### src/rtl/gpio_control_bank.sv
// Multi-channel GPIO pad control bank loaded from one serial configuration chain.
// Optional per-channel even parity check is enabled by defining GPIO_CTRL_PARITY_EN.
module gpio_control_bank #(
    parameter int                      NUM_GPIO      = 4,
    parameter int                      PAD_CTRL_BITS = 16,
    parameter logic [NUM_GPIO*16-1:0]  GPIO_DEFAULTS = {NUM_GPIO{16'h3000}}
) (
    input  logic                     serial_clock,
    input  logic                     reset,
    input  logic                     serial_shift_en,
    input  logic                     serial_data_in,
    output logic                     serial_data_out,
    input  logic                     serial_load,
    input  logic                     frame_err_clr,
    output logic                     cfg_loaded,
    output logic                     frame_err,
`ifdef GPIO_CTRL_PARITY_EN
    output logic                     parity_err,
`endif
    input  logic [NUM_GPIO-1:0]      user_gpio_out,
    input  logic [NUM_GPIO-1:0]      user_gpio_oeb,
    output logic [NUM_GPIO-1:0]      user_gpio_in,
    input  logic [NUM_GPIO-1:0]      pad_gpio_in,
    output logic [NUM_GPIO-1:0]      pad_gpio_out,
    output logic [NUM_GPIO-1:0]      pad_gpio_outenb,
    output logic [12*NUM_GPIO-1:0]   pad_gpio_cfg,
    output logic [1:0]               frame_state
);

`ifdef GPIO_CTRL_PARITY_EN
    localparam int FRAME_W = PAD_CTRL_BITS + 1;
`else
    localparam int FRAME_W = PAD_CTRL_BITS;
`endif
    localparam int CHAIN_L = NUM_GPIO * FRAME_W;
    localparam int CNT_W   = $clog2(CHAIN_L + 2);

    typedef enum logic [1:0] {
        ST_IDLE = 2'd0,
        ST_FILL = 2'd1,
        ST_FULL = 2'd2,
        ST_OVER = 2'd3
    } frame_state_t;

    logic [CHAIN_L-1:0]  chain;
    logic [CNT_W-1:0]    bit_cnt;
    logic                serial_load_q;
    logic [14:0]         cfg_q [NUM_GPIO];
    logic                ld_edge;
    frame_state_t        state;
    logic [NUM_GPIO-1:0] ch_par_ok;
    logic [NUM_GPIO-1:0] ch_latch;
    logic                all_par_ok;

    assign ld_edge         = serial_load & ~serial_load_q;
    assign serial_data_out = chain[CHAIN_L-1];
    assign user_gpio_in    = pad_gpio_in;
    assign frame_state     = state;
    assign all_par_ok      = &ch_par_ok;

    always_comb begin
        state = ST_FILL;
        if (bit_cnt == '0)
            state = ST_IDLE;
        else if (bit_cnt == CNT_W'(CHAIN_L))
            state = ST_FULL;
        else if (bit_cnt == CNT_W'(CHAIN_L + 1))
            state = ST_OVER;
    end

    // A channel latches only when its ld_enb bit is set and its frame is intact.
    always_comb begin
        ch_par_ok = '1;
        ch_latch  = '0;
        for (int ch = 0; ch < NUM_GPIO; ch++) begin
`ifdef GPIO_CTRL_PARITY_EN
            ch_par_ok[ch] = ~^chain[ch*FRAME_W +: FRAME_W];
`endif
            ch_latch[ch] = chain[ch*FRAME_W + 15] & ch_par_ok[ch];
        end
    end

    always_ff @(posedge serial_clock) begin
        if (reset) begin
            chain         <= '0;
            bit_cnt       <= '0;
            serial_load_q <= 1'b0;
            cfg_loaded    <= 1'b0;
            frame_err     <= 1'b0;
`ifdef GPIO_CTRL_PARITY_EN
            parity_err    <= 1'b0;
`endif
            for (int ch = 0; ch < NUM_GPIO; ch++)
                cfg_q[ch] <= GPIO_DEFAULTS[ch*16 +: 15];
        end else begin
            serial_load_q <= serial_load;
            cfg_loaded    <= 1'b0;

            if (serial_shift_en)
                chain <= {chain[CHAIN_L-2:0], serial_data_in};

            // A load restarts counting; a bit shifted in that same cycle is the first of the next frame.
            if (ld_edge)
                bit_cnt <= serial_shift_en ? CNT_W'(1) : '0;
            else if (serial_shift_en && state != ST_OVER)
                bit_cnt <= bit_cnt + 1'b1;

            if (ld_edge && state == ST_FULL) begin
                for (int ch = 0; ch < NUM_GPIO; ch++)
                    if (ch_latch[ch])
                        cfg_q[ch] <= chain[ch*FRAME_W +: 15];
                cfg_loaded <= all_par_ok;
            end

            if (ld_edge && state != ST_FULL)
                frame_err <= 1'b1;
            else if (frame_err_clr)
                frame_err <= 1'b0;

`ifdef GPIO_CTRL_PARITY_EN
            if (ld_edge && state == ST_FULL && !all_par_ok)
                parity_err <= 1'b1;
            else if (frame_err_clr)
                parity_err <= 1'b0;
`endif
        end
    end

    always_comb begin
        pad_gpio_out    = '0;
        pad_gpio_outenb = '0;
        pad_gpio_cfg    = '0;
        for (int ch = 0; ch < NUM_GPIO; ch++) begin
            pad_gpio_out[ch]    = cfg_q[ch][0] ? cfg_q[ch][2] : user_gpio_out[ch];
            pad_gpio_outenb[ch] = cfg_q[ch][0] ? cfg_q[ch][1] : user_gpio_oeb[ch];
            pad_gpio_cfg[ch*12 +: 12] = {cfg_q[ch][14:12], cfg_q[ch][10], cfg_q[ch][9],
                                         cfg_q[ch][8], cfg_q[ch][7], cfg_q[ch][6],
                                         cfg_q[ch][5], cfg_q[ch][4], cfg_q[ch][3],
                                         cfg_q[ch][11]};
        end
    end

endmodule

### config.mk
export PLATFORM = sky130hd
export DESIGN_NAME = gpio_control_bank
export DESIGN_NICKNAME = d
export VERILOG_FILES = /design/src/rtl/gpio_control_bank.sv
export SDC_FILE = /design/constraint.sdc
export NUM_CORES = 1
export LEC_CHECK = 0
export BUFFER_PORTS_ARGS = -buffer_cell sky130_fd_sc_hd__buf_2
export CAP_MARGIN = 20
export CORE_MARGIN = 3
export CORE_UTILIZATION = 61
export CTS_CLUSTER_DIAMETER = 50
export DETAILED_ROUTE_END_ITERATION = 6
export GPL_TIMING_DRIVEN = 0
export PLACE_DENSITY = 0.82
export SLEW_MARGIN = 40
export SYNTH_ARGS = -nofsm -noshare
export SYNTH_HDL_FRONTEND = slang
export SYNTH_SLANG_ARGS = --single-unit
### constraint.sdc
create_clock -name serial_clock -period 5.9 [get_ports serial_clock]
set_clock_uncertainty 0.2 [all_clocks]
set_input_delay 0.295 -clock serial_clock [delete_from_list [all_inputs] [get_ports serial_clock]]
set_output_delay 0.295 -clock serial_clock [all_outputs]
set_load 0.01 [all_outputs]
==> key figures <==
GRT
  • Pin count of the biggest net entering global routing: 17
  • Vias in the first global route: 3371
  • Grt ovf: 0
  • First-pass GRT wire length: between 15000 and 20000 µm
  • Global Route Usage Sum: 0.196
  • Initial antenna violation count: 0

Route
  • Vias: 3490
  • Routed wire length: 9740 µm
  • Drt first pass iters: 5
  • Antenna Violating Nets Remaining: 0
  • Drt initial violations: between 100 and 150
  • Mean number of vias per cell: approximately 5.1
  • DRC violations left: 0
  • Avg WL per Cell: about 14 µm

Synth
  • Sequential area share after synthesis: 0.588
  • FF+latch count, synth: 134
  • EDFF count, synth: 60
  • Cell count after synthesis: between 400 and 500
  • FFs w/ async S/R, synth: 0
  • Distinct cells, synth: 33
  • Mean post-synth cell area: 12.1 µm²
  • Mapped Nets: 483
  • Ys Warns: 0
  • Post-Syn Area: 5580 µm²
  • Top FF cell, synth: dfxtp_1

Clock tree
  • H-Tree Depth: 4
  • Setup bufs post-CTS: 0
  • Skew-Pair Late Insertion Delay: ~0.51 ns
  • Number of gates resized after cts: 0
  • CTS max path bufs: 2
  • Clock Pin Slew Worst Setup and Hold Paths: 0.06 ns
  • Clock buffer count from CTS: 17
  • Clock Root Buffer: clkbuf_8
  • CTS tree: built
  • Sink Count: 134

Place
  • DP Wirelength: 6510 µm
  • Placed insts: 647
  • Final GP Congestion: 0.816
  • Port Buffers: 77

Power and ir drop
  • NetSw: between 400 and 500 µW
  • Internal cell power: 1.69 mW
  • Pwr/cell area: about 320 nW/µm²
  • Gate power share: 0.058
  • Leakage: 2.89 nW
  • Clock share of power: 0.474
  • Worst vdd ir: 0.000264 V
  • Switching share of power: 0.212
  • Sequential power share: 0.468

Timing
  • Final setup violation count: 0
  • Pins Over Slew Limit: 0
  • Final worst path period need: 2.76 ns
  • RSZ-0062 raised after global routing: no
  • Fmax: 0.362 GHz
  • Final period util: 0.469
  • Worst-Margin Slew: 0.725 ns
  • Final Hold Vio Count: 0
  • Max-slew headroom: 0.517
  • Setup tns final: 0 ns

Finish
  • Total inserted antenna cells: 0
  • Layout Area Growth over Synthesis: 20.4%
  • Layout cells sized above 1: 0.314
  • Final net count: slightly below 600
  • Finished Layout Cells: 681

Worst setup path
  • Family with the most delay on the worst path: simple AND/OR/NAND/NOR gates
  • Worst setup EP type: register
  • CP Data Required Time: 5.84 ns
  • Critical setup path kind: reg2reg
  • Critical path's largest stage delay: about 0.57 ns
  • CP Max Fanout: 15
  • Worst Path Arrival: 2.71 ns
  • Critical path launch point type: register
  • Buffers and inverters on the worst path: 1
  • Slowest CP cell: a21o_1
  • Worst path cell trace: inv_1 -> ha_1 -> nand4b_1 -> nor2_1 -> a21o_1

Hold path
  • Hold Crit Class: in2reg

Die
  • Ports: 83
  • Die width: 102 µm
  • CORE AREA: 8810 µm²
  • Core Rows: 34
  • Starting Density: 0.634
  • Die Area: 10300 µm²
  • Die height: ~100 µm

Status
  • Run status: finished clean

Flow run
  • Max-cap violations: 0
## placed cells by master (no fill, tap or decap), types with 2 or more instances in the layout
cell	Yosys	final
buf_4	53	53
a21oi_1	5	5
nand2b_1	10	10
or3_1	3	3
clkinvlp_4	0	3
nand4_1	3	3
dfxtp_1	74	74
clkinv_2	0	2
clkinv_1	0	2
buf_2	3	80
and2_1	52	52
buf_1	4	4
dlygate4sd3_1	0	3
nor2_1	67	67
nor2b_1	2	2
inv_1	4	4
nand3_1	6	6
o21ai_0	2	2
clkinv_4	0	2
nand2_1	5	5
clkbuf_8	0	2
nor4b_4	4	4
ha_1	3	3
edfxtp_1	60	60
buf_6	4	4
xor2_1	2	2
clkbuf_1	9	9
clkbuf_16	0	17
a21o_1	4	4
mux2_2	8	8
bufinv_16	0	2
mux2i_1	66	66
## per-layer routing
layer / GRT usage / up-vias / routed length (µm) / share of wire
met1: 0.221 / 1683 / 4130 / 0.42
met2: 0.347 / 73 / 5100 / 0.52
met4: 0.0798 / 0 / 112 / 0.011
li1: - / 1723 / - / -
met5: 0 / - / 0 / 0
met3: 0.0551 / 11 / 401 / 0.041
## path summary, 6_finish.rpt
check        slack, ns           end  startpoint  depth (start not counted)
max               3.14  cfg_q[3][10]  bit_cnt[0]                          5
min                0.1    bit_cnt[2]       reset                          3
max reg2reg       3.14  cfg_q[3][10]  bit_cnt[0]                          5
min reg2reg       0.27     frame_err   frame_err                          2
## synth_stat cells, types with 2 or more instances
cell	n	area share
edfxtp_1	60	0.32
a21oi_1	5	0.0045
dfxtp_1	74	0.27
nor2_1	67	0.045
nand4_1	3	0.0034
buf_2	3	0.0027
nor2b_1	2	0.0022
a21o_1	4	0.0054
inv_1	4	0.0027
xor2_1	2	0.0031
mux2_2	8	0.016
ha_1	3	0.0067
buf_4	53	0.071
clkbuf_1	9	0.0061
and2_1	52	0.058
o21ai_0	2	0.0018
buf_1	4	0.0027
nand3_1	6	0.0054
mux2i_1	66	0.12
nand2b_1	10	0.011
buf_6	4	0.0081
nor4b_4	4	0.017
or3_1	3	0.0034
nand2_1	5	0.0034
## cell type report
cell class	count	area, µm²
sequential	134	3280
fill	554	2090
multi-input combinational	251	1780
buffer	73	507
clock buffer	19	453
timing repair buffer	80	415
tap	108	135
clock inverter	12	126
inverter	4	15.0
## registers in the layout (all words and copies together) (netlist names)
signal	count
cfg_loaded	1
serial_load_q	1
frame_err	1
chain	64
bit_cnt	7
cfg_q	60
## power by group through the flow
stage	combinational, mW	sequential (mW)	clock (mW)
after floorplan	0.0848	1.02	0
after global placement	0.121	1.02	0
after detailed placement	0.124	1.02	0
after CTS	0.126	1.00	1.02
after global routing	0.135	1.00	1.06
final	0.124	1.00	1.01
## repair_timing
action	4_1_cts	5_1_grt
setup endpoints to repair	0	0
hold endpoints to repair	3	0
hold buffers	3	0
## logic make-up (layout without fill, tap and decap cells)
kind of cell | after synthesis | count (layout) | share of synthesized area
AOI/OAI and AO/OA | 15 | 15 | 0.0182
xor gates and xnor gates | 2 | 2 | 0.00314
adders and majority gates | 3 | 3 | 0.00673
buffers and inverters | 77 | 188 | 0.0935
DFF | 134 | 134 | 0.588
muxes | 74 | 74 | 0.134
and+or+nand+nor | 157 | 157 | 0.156
## worst min-delay path: stages
cell and delay (ns):
buf_2 0.25, or3_1 0.15, mux2i_1 0.05
## through the flow
step,setup slack (ns),utilization,cell area [µm²],power (mW),hold slack (ns)
floorplan,3.59,-,5580,1.10,0.223
global route,2.91,0.763,6720,2.20,0.0895
finish,3.14,0.763,6720,2.14,0.0989
CTS,3.13,0.763,6720,2.15,0.0748
global placement,3.23,0.693,6100,1.14,0.253
detailed placement,3.15,0.694,6110,1.14,0.264
Note: power is estimated with default switching activity, not from simulation.
